<file path="config.mk">
export PLATFORM = sky130hd
export DESIGN_NAME = prs_conv_err_chain
export DESIGN_NICKNAME = d
export VERILOG_FILES = /design/src/rtl/prs_conv_err_chain.sv
export SDC_FILE = /design/constraint.sdc
export NUM_CORES = 1
export LEC_CHECK = 0
export ABC_AREA = 0
export ABC_CLOCK_PERIOD_IN_PS = 5000
export BUFFER_PORTS_ARGS = -buffer_cell sky130_fd_sc_hd__buf_2
export CAP_MARGIN = 20
export CORE_UTILIZATION = 45
export DETAILED_ROUTE_END_ITERATION = 7
export MAX_ROUTING_LAYER = met4
export PLACE_DENSITY = 0.66
export SLEW_MARGIN = 20
export SYNTH_ARGS = -nofsm -noshare
export SYNTH_HDL_FRONTEND = slang
export SYNTH_SLANG_ARGS = --single-unit
export TNS_END_PERCENT = 100
</file>
<file path="constraint.sdc">
create_clock -name clk -period 5 [get_ports clk]
set_clock_uncertainty 0.1 [all_clocks]
set_input_delay 1 -clock clk [delete_from_list [all_inputs] [get_ports clk]]
set_output_delay 1 -clock clk [all_outputs]
set_load 0.05 [all_outputs]
</file>
<file path="src/rtl/prs_conv_err_chain.sv">
// PRBS-15 source -> K=7 rate-1/2 convolutional encoder -> symbol error injector.
// Three registered stages in series, one word out per input request.
module prs_conv_err_chain #(
  parameter int ERR_W = 11
) (
  input  logic             clk,
  input  logic             nRESET,
  input  logic             i_vld,
  input  logic             i_enable,
  input  logic [ERR_W-1:0] i_first_err,
  input  logic [ERR_W-1:0] i_err_rate,
  output logic             prs_vld,
  output logic             prs_sym,
  output logic             enc_vld,
  output logic [1:0]       enc_word,
  output logic             o_vld,
  output logic [1:0]       o_word
);

  typedef enum logic {
    FIRST,
    PERIODIC
  } mode_t;

  logic [14:0]      s;
  logic [5:0]       sr;
  logic [6:0]       u;
  mode_t            mode;
  mode_t            mode_nx;
  logic [ERR_W-1:0] cnt;
  logic [ERR_W-1:0] cnt_nx;
  logic [ERR_W-1:0] cnt_inc;
  logic             inv;

  assign u       = {prs_sym, sr};
  assign cnt_inc = cnt + ERR_W'(1);

  // PRBS-15 generator, x^15+x^14+1, advances only on request
  always_ff @(posedge clk) begin
    if (!nRESET) begin
      s       <= 15'h7FFF;
      prs_sym <= 1'b0;
      prs_vld <= 1'b0;
    end else begin
      prs_vld <= i_vld;
      if (i_vld) begin
        prs_sym <= s[14];
        s       <= {s[13:0], s[14] ^ s[13]};
      end
    end
  end

  // Convolutional encoder, G1=171 octal, G2=133 octal, newest bit is tap 6
  always_ff @(posedge clk) begin
    if (!nRESET) begin
      sr       <= '0;
      enc_word <= 2'b00;
      enc_vld  <= 1'b0;
    end else begin
      enc_vld <= prs_vld;
      if (prs_vld) begin
        enc_word <= {^(u & 7'o171), ^(u & 7'o133)};
        sr       <= {prs_sym, sr[5:1]};
      end
    end
  end

  // Error placement: first error at a fixed index, then every i_err_rate words
  always_comb begin
    mode_nx = mode;
    cnt_nx  = cnt;
    inv     = 1'b0;
    if (!i_enable) begin
      mode_nx = FIRST;
      cnt_nx  = '0;
    end else if (enc_vld) begin
      unique case (mode)
        FIRST: begin
          if (cnt == i_first_err) begin
            inv     = 1'b1;
            cnt_nx  = '0;
            mode_nx = PERIODIC;
          end else begin
            cnt_nx = cnt_inc;
          end
        end
        PERIODIC: begin
          if (i_err_rate != '0 && cnt_inc == i_err_rate) begin
            inv    = 1'b1;
            cnt_nx = '0;
          end else begin
            cnt_nx = cnt_inc;
          end
        end
        default: begin
          mode_nx = FIRST;
          cnt_nx  = '0;
        end
      endcase
    end
  end

  // Error injector state and output register
  always_ff @(posedge clk) begin
    if (!nRESET) begin
      mode   <= FIRST;
      cnt    <= '0;
      o_vld  <= 1'b0;
      o_word <= 2'b00;
    end else begin
      mode  <= mode_nx;
      cnt   <= cnt_nx;
      o_vld <= enc_vld;
      if (enc_vld) begin
        o_word <= inv ? ~enc_word : enc_word;
      end
    end
  end

endmodule

</file>
==> flow_summary.yaml <==
yosys:
  synth_seq_cells: 41
  synth.distinct_cells: 40
  ys_seq_area_share_pct: 36.8
  yosys_warnings: 0
  synth.avg_cell_area_um2: 8.66
  syn_inst: 258
  synth_area_um2: 2230
  syn-num-nets: 285
flow_run:
  max-cap-violations: 0
cells_and_area:
  area_delta_synth_final_pct: 9.86
  final_nets: 304
  final.fill_count: 468
  design_area_um2: 2450
  utilization_pct: 51.6
  drive_gt1_share_pct: 16.9
  insertedDiodeCount: 0
  seq_area_um2: 821
  multiInputGateArea_um2: 1270
placement:
  dpl_cell_area_um2: 2350
  dpl.hpwl_um: 3120
  gp_congestion: 0.846
  place_ws_ns: 1.76
  io_buffer_count: 33
cts:
  cts_buffer_depth: 2
  post_cts_resized: 0
  clk_transition_reported_paths_ns: 0.08
  postCtsSetupBuffers: 0
  cts-htree-levels: 2
  ctsHoldBuffers: 0
  root_buffer: "clkbuf_8"
  cts_buffers: 5
  cts_tree: "done"
  clkLatencyLatePin_ns: 0.29
  cts.sinks: 41
setup_path:
  crit_end: "cnt[10]"
  rr_startpoint: "cnt[0]"
  reg2reg_slack_ns: 1.97
  start_kind: "register"
  r2r-end: "cnt[10]"
  cp_slowest_cell: "a31oi_2"
  critPathMaxFanout: 21
  max_stage_delay_ns: 0.65
  cp.required_ns: 5.12
  worstPathArrival_ns: 3.14
  cp-startpoint: "cnt[0]"
  crit_type: "register to register"
  endpoint_kind: "register"
  r2r_cells: 8
  crit_chain: "ha_1, nand4b_1, or2_0, a41o_1, o22a_2, a31oi_2, o211ai_1, a31oi_1"
drt:
  wl_met3_um: 155
  dr_wl_met2_um: 1990
  wl_per_cell_um: 12.6
  viasPerCell: 5.21
  m1WireLength_um: 2170
  wl_um: 4360
  drcViolationCount: 0
  dr.pass1.iters: 4
  top_layer_used: "met4"
  vias: 1797
  drtAntennaViolNets: 0
  drtIter0Drc: 111
timing:
  setup_viol: 0
  slew-limit-headroom_pct: 40.5
  report.final.slew_viol_count: 0
  post-route-period-util_pct: 60.5
  period_needed_ns: 3.03
  setup_ws_ns: 1.97
  fmax_mhz: 330
  hold_viol_final: 0
  tns_ns: 0
  worstMarginPinSlew_ns: 0.889
  rsz0062_at_grt: "no"
grt:
  grt_use_total_pct: 18.4
  overflow: 0
  antenna_found_initial: 0
  grt_max_degree: 31
  grt_pass1_vias: 1583
  grt_pass1_wl_um: 7350
floorplanning:
  die_h_um: 72.5
  num_rows: 25
  die_area_um2: 5250
  start_util_pct: 47.0
  core_um2: 4750
  die_w_um: 72.5
  io_pins: 34
power:
  peakVddDrop_mv: 0.161
  p_per_area_nw_per_um2: 260
  power_mw: 0.638
  power.leakage_nw: 0.872
worst_hold_path:
  min-delay-start: "s[7]"
  hp-class: "register to register"
run_status:
  status: "finished, final reports clean"
==> power by group <==
group / switching, mW / internal (mW)
combinational: 0.0373 / 0.0279
clock: 0.110 / 0.125
sequential: 0.00641 / 0.331
total: 0.154 / 0.484
==> state kept, by name (all words and copies together), names as in the netlist <==
signal    flops
enc_word      2
mode          1
s            15
sr            6
o_vld         1
cnt          11
prs_sym       1
o_word        2
prs_vld       1
enc_vld       1
==> worst min path at each step <==
stage                     endpoint  cells past startpoint  slack (ns)
final                         s[8]                      2        0.37
after global routing          s[2]                      2        0.39
after CTS                     s[8]                      2        0.38
after detailed placement      s[1]                      2        0.36
after global placement        s[3]                      2        0.36
after floorplan               s[1]                      2        0.34
==> synthesized netlist by cell type <==
| library cell | n | share of area, % |
|---|---|---|
| xor2_1 | 3 | 1.2 |
| nor2b_1 | 12 | 3.4 |
| nand4_1 | 6 | 1.7 |
| a31oi_1 | 9 | 2.5 |
| or3_2 | 1 | 0.34 |
| nand3b_1 | 2 | 0.67 |
| nor3_1 | 6 | 1.3 |
| and3_1 | 1 | 0.28 |
| o31ai_1 | 1 | 0.34 |
| ha_1 | 1 | 0.56 |
| nand2_1 | 37 | 6.2 |
| or3_1 | 2 | 0.56 |
| mux2i_1 | 23 | 10 |
| buf_6 | 6 | 3.0 |
| a21boi_0 | 1 | 0.34 |
| or2_0 | 1 | 0.28 |
| nor3b_1 | 1 | 0.34 |
| nand3_1 | 13 | 2.9 |
| inv_1 | 4 | 0.67 |
| o211ai_1 | 2 | 0.67 |
| xnor2_1 | 27 | 11 |
| a41o_1 | 1 | 0.45 |
| o21ai_1 | 2 | 0.45 |
| or4_1 | 1 | 0.34 |
| o21ai_0 | 8 | 1.8 |
| clkbuf_1 | 9 | 1.5 |
| and4_2 | 1 | 0.45 |
| or2_2 | 1 | 0.28 |
| nand4_4 | 1 | 0.95 |
| nor4_1 | 9 | 2.5 |
| nor2_1 | 5 | 0.84 |
| and2_1 | 3 | 0.84 |
| o22a_2 | 1 | 0.45 |
| a21oi_1 | 7 | 1.6 |
| nand4b_1 | 1 | 0.39 |
| o311ai_0 | 1 | 0.39 |
| a31oi_2 | 1 | 0.56 |
| buf_1 | 1 | 0.17 |
| buf_2 | 5 | 1.1 |
| dfxtp_1 | 41 | 37 |
==> per-layer routing <==
metal / vias up / global-route usage [%]
met5: - / -
met4: 0 / 5.88
met3: 4 / 4.44
met2: 26 / 27.8
met1: 831 / 24.2
li1: 936 / -
==> stage by stage <==
stage | hold WS [ns] | instances
after detailed placement | 0.357 | 337
final | 0.375 | 345
after floorplan | 0.339 | 258
after global routing | 0.395 | 345
after CTS | 0.378 | 345
after global placement | 0.358 | 337
==> critical path: cells and delay by family, from the launching register on <==
kind            cells  cell delay [ns]
compound gates      5             1.49
fa+ha+maj           1             0.39
simple gates        2             0.44
flops               1             0.54
==> logic make-up (layout without fill, tap and decap cells) <==
family,after synthesis,count (layout),share of synthesized area (%)
AOI/OAI and AO/OA,34,34,9.52
xor gates and xnor gates,30,30,11.8
adders and majority gates,1,1,0.560
buffers and inverters,25,45,6.50
DFF,41,41,36.8
muxes,23,23,10.3
and+or+nand+nor,104,104,24.6
==> final cells by class <==
class                      instances  share of cell area (%)
timing repair buffer              33                    6.73
inverter                           4                   0.612
clock inverter                     1                   0.204
tap                               67                    3.42
sequential                        41                    33.5
multi-input combinational        192                    51.7
clock buffer                       7                    3.93
==> cells in the final DEF (no fill, tap or decap), drive strengths merged <==
cell type / n
clkbuf: 7
nor3b: 1
nor2b: 12
nand4b: 1
dfxtp: 41
inv: 4
or3: 3
ha: 1
nand2: 37
a21oi: 7
nor2: 5
a31oi: 10
buf: 33
o211ai: 2
nand4: 7
nand3: 13
or2: 2
o31ai: 1
clkinv: 1
nor4: 9
xor2: 3
and2: 3
nor3: 6
xnor2: 27
o21ai: 10
mux2i: 23
o22a: 1
and3: 1
a21boi: 1
nand3b: 2
o311ai: 1
a41o: 1
and4: 1
or4: 1
Power figures use the tool's default switching activity.
